[config.mk]
export PLATFORM = sky130hd
export DESIGN_NAME = nn_deltabp_polar_multi
export DESIGN_NICKNAME = d
export VERILOG_FILES = /design/src/rtl/nn_deltabp_pkg.sv /design/src/rtl/nn_deltabp_chan.sv /design/src/rtl/nn_deltabp_polar_multi.sv
export SDC_FILE = /design/constraint.sdc
export NUM_CORES = 1
export LEC_CHECK = 0
export CORE_MARGIN = 8
export CORE_UTILIZATION = 30
export DETAILED_ROUTE_END_ITERATION = 10
export GPL_TIMING_DRIVEN = 0
export SETUP_SLACK_MARGIN = 0.5
export SLEW_MARGIN = 15
export SYNTH_ARGS = -nofsm -noshare
export SYNTH_HDL_FRONTEND = slang
export SYNTH_SLANG_ARGS = --single-unit
[constraint.sdc]
create_clock -name CLK -period 5.3 [get_ports CLK]
set_clock_uncertainty 0.15 [all_clocks]
set_input_delay 0.795 -clock CLK [delete_from_list [all_inputs] [get_ports CLK]]
set_output_delay 0.795 -clock CLK [all_outputs]
set_load 0.05 [all_outputs]
[src/rtl/nn_deltabp_pkg.sv]
// Shared sizing helpers and sign encoding for the polar delta back-prop layer.
// Latency: n/a (compile-time constants and functions only).
// Backpressure: n/a.
package nn_deltabp_pkg;

  // Bitstream sign encoding: a set sign bit marks a negative unary pulse.
  localparam logic SIGN_POS = 1'b0;
  localparam logic SIGN_NEG = 1'b1;

  // Width needed to count 0..n product terms in a single cycle.
  function automatic int pop_w(input int n);
    return $clog2(n + 1);
  endfunction

  // Signed accumulator width. It must hold acc + P - Q before the clamp,
  // which spans +/-(n + n_carry), so one sign bit on top of the magnitude.
  function automatic int acc_w(input int n, input int n_carry);
    return $clog2(n + n_carry + 1) + 1;
  endfunction

endpackage

[src/rtl/nn_deltabp_chan.sv]
// Single channel: signed popcount of delta*alpha terms, saturating carry accumulator, zp-gated unary output.
// Latency: 1 cycle, outputs registered from the current cycle's inputs.
// Backpressure: none; r_condition=0 freezes the accumulator and forces delta_out low.
//
// Ports: clk/rst (async active-high), r_condition (stream valid),
//        delta/sign_delta (shared next-layer deltas), alpha/sign_alpha (this
//        channel's weights), zp (derivative gate), delta_out/sign_out (unary
//        delta stream), sat (sticky clamp flag).
module nn_deltabp_chan
  import nn_deltabp_pkg::*;
#(
  parameter int N         = 3,
  parameter int N_CARRY   = 2,
  parameter int GATE_HOLD = 0
) (
  input  logic         clk,
  input  logic         rst,
  input  logic         r_condition,
  input  logic [N-1:0] delta,
  input  logic [N-1:0] sign_delta,
  input  logic [N-1:0] alpha,
  input  logic [N-1:0] sign_alpha,
  input  logic         zp,
  output logic         delta_out,
  output logic         sign_out,
  output logic         sat
);

  localparam int PW = pop_w(N);
  localparam int AW = acc_w(N, N_CARRY);
  // One extra bit so the +/-1 consume step never wraps, even at the extremes.
  localparam int TW = AW + 1;
  localparam logic signed [TW-1:0] LIM = TW'(N_CARRY);

  logic signed [AW-1:0] acc;
  logic        [PW-1:0] pos_cnt;
  logic        [PW-1:0] neg_cnt;
  logic signed [TW-1:0] temp;
  logic signed [TW-1:0] after;
  logic signed [TW-1:0] clamped;
  logic                 clip;
  logic                 emit;
  logic                 neg;
  logic                 consume;
  logic                 out_bit;

  // Count positive and negative product terms separately; equal counts cancel.
  always_comb begin
    pos_cnt = '0;
    neg_cnt = '0;
    for (int j = 0; j < N; j++) begin
      if (delta[j] && alpha[j]) begin
        if (sign_delta[j] ^ sign_alpha[j]) neg_cnt = neg_cnt + PW'(1);
        else                               pos_cnt = pos_cnt + PW'(1);
      end
    end
  end

  always_comb begin
    temp = TW'(acc) + TW'(pos_cnt) - TW'(neg_cnt);
    neg  = temp[TW-1];
    emit = r_condition && (temp != '0);
    // In hold mode a gated-off pulse stays in the accumulator until zp opens.
    consume = (GATE_HOLD != 0) ? (emit && zp) : emit;
    out_bit = emit && zp;

    after = temp;
    if (consume) after = neg ? (temp + TW'(1)) : (temp - TW'(1));

    clamped = after;
    clip    = 1'b0;
    if (after > LIM) begin
      clamped = LIM;
      clip    = 1'b1;
    end else if (after < -LIM) begin
      clamped = -LIM;
      clip    = 1'b1;
    end
  end

  always_ff @(posedge clk or posedge rst) begin
    if (rst) begin
      acc       <= '0;
      delta_out <= 1'b0;
      sign_out  <= SIGN_POS;
      sat       <= 1'b0;
    end else begin
      delta_out <= out_bit;
      if (r_condition) begin
        acc <= AW'(clamped);
        if (clip) sat <= 1'b1;
      end
      // Sign is only meaningful alongside a pulse, so it holds otherwise.
      if (out_bit) sign_out <= neg ? SIGN_NEG : SIGN_POS;
    end
  end

endmodule

[src/rtl/nn_deltabp_polar_multi.sv]
// Layer-wide polar delta back-prop: M independent channels sharing the next-layer delta streams.
// Latency: 1 cycle from inputs to delta_out/SIGN_out/sat.
// Backpressure: none; R_condition=0 freezes every channel and forces delta_out to 0.
//
// Ports: CLK, INIT (async active-high), R_condition, delta/SIGN_delta [N],
//        alpha/SIGN_alpha [M*N] (channel i at [i*N +: N]), zp [M],
//        delta_out/SIGN_out/sat [M].
module nn_deltabp_polar_multi
  import nn_deltabp_pkg::*;
#(
  parameter int N         = 3,
  parameter int M         = 4,
  parameter int N_CARRY   = 2,
  parameter int GATE_HOLD = 0
) (
  input  logic           CLK,
  input  logic           INIT,
  input  logic           R_condition,
  input  logic [N-1:0]   delta,
  input  logic [N-1:0]   SIGN_delta,
  input  logic [M*N-1:0] alpha,
  input  logic [M*N-1:0] SIGN_alpha,
  input  logic [M-1:0]   zp,
  output logic [M-1:0]   delta_out,
  output logic [M-1:0]   SIGN_out,
  output logic [M-1:0]   sat
);

  // A zero carry limit would make the accumulator unable to hold any excess.
  if (N_CARRY < 1) begin : g_bad_carry
    $error("nn_deltabp_polar_multi: N_CARRY must be >= 1");
  end
  if (N < 1 || M < 1) begin : g_bad_dims
    $error("nn_deltabp_polar_multi: N and M must be >= 1");
  end

  for (genvar i = 0; i < M; i++) begin : g_chan
    nn_deltabp_chan #(
      .N         (N),
      .N_CARRY   (N_CARRY),
      .GATE_HOLD (GATE_HOLD)
    ) u_chan (
      .clk         (CLK),
      .rst         (INIT),
      .r_condition (R_condition),
      .delta       (delta),
      .sign_delta  (SIGN_delta),
      .alpha       (alpha[i*N +: N]),
      .sign_alpha  (SIGN_alpha[i*N +: N]),
      .zp          (zp[i]),
      .delta_out   (delta_out[i]),
      .sign_out    (SIGN_out[i]),
      .sat         (sat[i])
    );
  end

endmodule

==> results.json <==
{
  "path_cells": "buf_12, xor2_4, nor2b_4, ha_4, nand2_2, xor2_1, nor2_1, a21oi_2, fa_1, fa_2, buf_6, a211oi_2, or2_4, inv_6, fa_2, and3_4, nor3_4, o22ai_2, a2111oi_4, mux2i_1, o32ai_2",
  "synth-main-ff-cell": "dfrtp_1",
  "core_area_um2": 12010,
  "crit_top_cell": "fa_2",
  "hold_buffers": 0,
  "path_buf_inv": 3,
  "hold_violations": 0,
  "gp_congestion": 0.8350,
  "vias": 3685,
  "vias_per_cell": 5.272,
  "criticalPathCategory": "in2reg",
  "drt-total-wl_mm": 11.22,
  "fmax_mhz": 204.3,
  "cts.sinks": 28,
  "h-tree-depth": 1,
  "die_h_um": 126.9,
  "drive_gt1_share_pct": 41.67,
  "remaining_drc_errors": 0,
  "clk_latency_ps": 270,
  "ys_warn_count": 0,
  "async_flop_share_pct": 100.0,
  "grt_pass1_vias": 3935,
  "port-buffer-count": 47,
  "die_area_um2": 16110,
  "status": "completed",
  "yosysMostFrequentCell": "inv_1",
  "max_slew_margin_pct": 47.05,
  "max_stage_delay_ps": 520,
  "post-route-period-util_pct": 92.35,
  "cts_tree": "built",
  "rows": 40,
  "overflow": 0,
  "rsz0062_at_grt": "true",
  "clk_path_buf_depth": 2,
  "maxCapViolCount": 0,
  "worstMarginPinSlew_ps": 794.3,
  "track_usage_pct": 13.11,
  "start_kind": "primary input",
  "synth-edff-count": 0,
  "post_drt_wl_per_cell_um": 16.06,
  "synth_top_area_share_pct": 18.98,
  "crit_fanout": 5,
  "cts_root_buffer": "clkbuf_16",
  "crit_slowest_cell": "fa_1",
  "yosysSeqAreaShare_pct": 18.98,
  "synthesis.area_um2": 3691,
  "antenna_cells": 0,
  "critPathCaptureType": "register",
  "nNetsFinal": 638,
  "drt_iter0_drc": 130,
  "syn_to_final_growth_pct": 54.10,
  "arrival_ps": 4920,
  "synth_cell_types": 64,
  "fill_cells": 1128,
  "synth_top_cell_by_area": "dfrtp_1",
  "firstDrtPassIters": 4,
  "dp.final_hpwl_mm": 7.824,
  "grt_first_pass_wirelength_mm": 17.84,
  "io_pins": 49,
  "slew_viol_final": 0,
  "dp.cells": 646,
  "cp_top_family": "adder cells",
  "yosys-top-cells-area": "dfrtp_1, ha_1, fa_1",
  "avgSynthCellArea_um2": 8.166,
  "stdcell_count": 699,
  "antenna_found_initial": 0,
  "fp.dieW_um": 126.9,
  "required_ps": 5330,
  "syn_inst": 452,
  "ys_top_cells_by_count": "inv_1, ha_1, nor2_1",
  "antenna_left": 0,
  "ys_ff_latch": 28,
  "start_util_pct": 30.73,
  "setup_violations": 0,
  "grt_max_degree": 29,
  "cts_buffers": 3,
  "hp-class": "reg2reg",
  "cts.clk_slew.worst_paths_ps": 80,
  "min_period_ps": 4895,
  "syn-num-nets": 537
}
layer usage:
| metal | global-route usage [%] | up-vias | wire, µm |
|---|---|---|---|
| li1 | - | 1799 | - |
| met1 | 14.13 | 1793 | 4403 |
| met2 | 25.66 | 79 | 6227 |
| met3 | 2.346 | 14 | 456 |
| met4 | 3.009 | 0 | 136 |
| met5 | 0 | - | 0 |
sequential cells by signal (all words and copies together) (netlist names):
signal                   cells
g_chan.u_chan.acc           16
g_chan.u_chan.delta_out      4
g_chan.u_chan.sat            4
g_chan.u_chan.sign_out       4
layout by cell type, fill, tap and decap left out, drive strengths merged, types with 4 or more instances in the layout:
cell type	synthesis	final
xnor2	17	17
nor4	5	5
a211o	4	4
ha	36	36
inv	42	42
mux2i	7	7
fa	12	12
nor3	6	6
and2	6	6
dlygate4sd2	0	7
dfrtp	28	28
a21o	8	8
xor2	23	23
buf	18	73
o21a	4	4
o22ai	6	6
clkdlybuf4s50	0	24
and3	11	11
dlymetal6s2s	0	4
o31ai	5	5
o211ai	4	4
nand2	35	35
a31oi	8	8
or2	4	4
nor2	36	36
clkbuf	9	18
nand3	13	13
o21ai	23	23
a21oi	27	27
final cells by class:
cell class	count	area, µm²	share of cell area [%]
Buffer	27	183.9	3.234
Clock buffer	4	88.84	1.562
Inverter	42	175.2	3.080
Multi-Input combinational cell	355	3536	62.16
Sequential cell	28	700.7	12.32
Tap cell	147	183.9	3.234
Timing Repair Buffer	96	819.5	14.41
per-stage QoR:
step | setup slack, ps | util (%) | cell area [µm²] | hold slack [ps] | TNS (ps)
global placement | -634.8 | 37.26 | 4476 | 300.6 | -3791
CTS | 270.3 | 43.08 | 5175 | 325.0 | 0
detailed placement | -649.6 | 37.26 | 4476 | 303.8 | -4683
finish | 405.2 | 47.35 | 5688 | 317.1 | 0
global route | 216.8 | 47.35 | 5688 | 345.4 | 0
floorplan | 449.7 | - | 3821 | 278.9 | 0
worst paths after layout:
path	from	end	slack (ps)	cells past startpoint
worst max-delay path	SIGN_delta[0]	g_chan[0].u_chan.acc[0]	410	21
worst min-delay path	g_chan[3].u_chan.sat	g_chan[3].u_chan.sat	320	1
worst max register to register	g_chan[0].u_chan.acc[0]	g_chan[0].u_chan.acc[0]	1570	16
worst min register to register	g_chan[3].u_chan.sat	g_chan[3].u_chan.sat	320	1
max in group asynchronous	INIT	g_chan[1].u_chan.sign_out	3810	2
min in group asynchronous	INIT	g_chan[3].u_chan.delta_out	770	2
cell families (layout without fill, tap and decap cells):
group,Yosys count,in the layout,synth area share (%)
XOR/XNOR,40,40,10.10
adder cells (fa/ha/maj),51,51,19.56
flip-flops,28,28,18.98
buffers and inverters,69,169,8.407
AO/OA/AOI/OAI,122,122,22.88
AND/OR/NAND/NOR,132,132,17.25
multiplexers,10,10,2.814
repair_timing:
action                     CTS  global route
pin swaps                   81            66
gates resized for setup    115            91
setup endpoints to repair   22            13
setup buffers               33            16
Power is left out: the tool's default activity adds up to more than one toggle a clock period on the data nets, which glitch-free logic cannot reach.
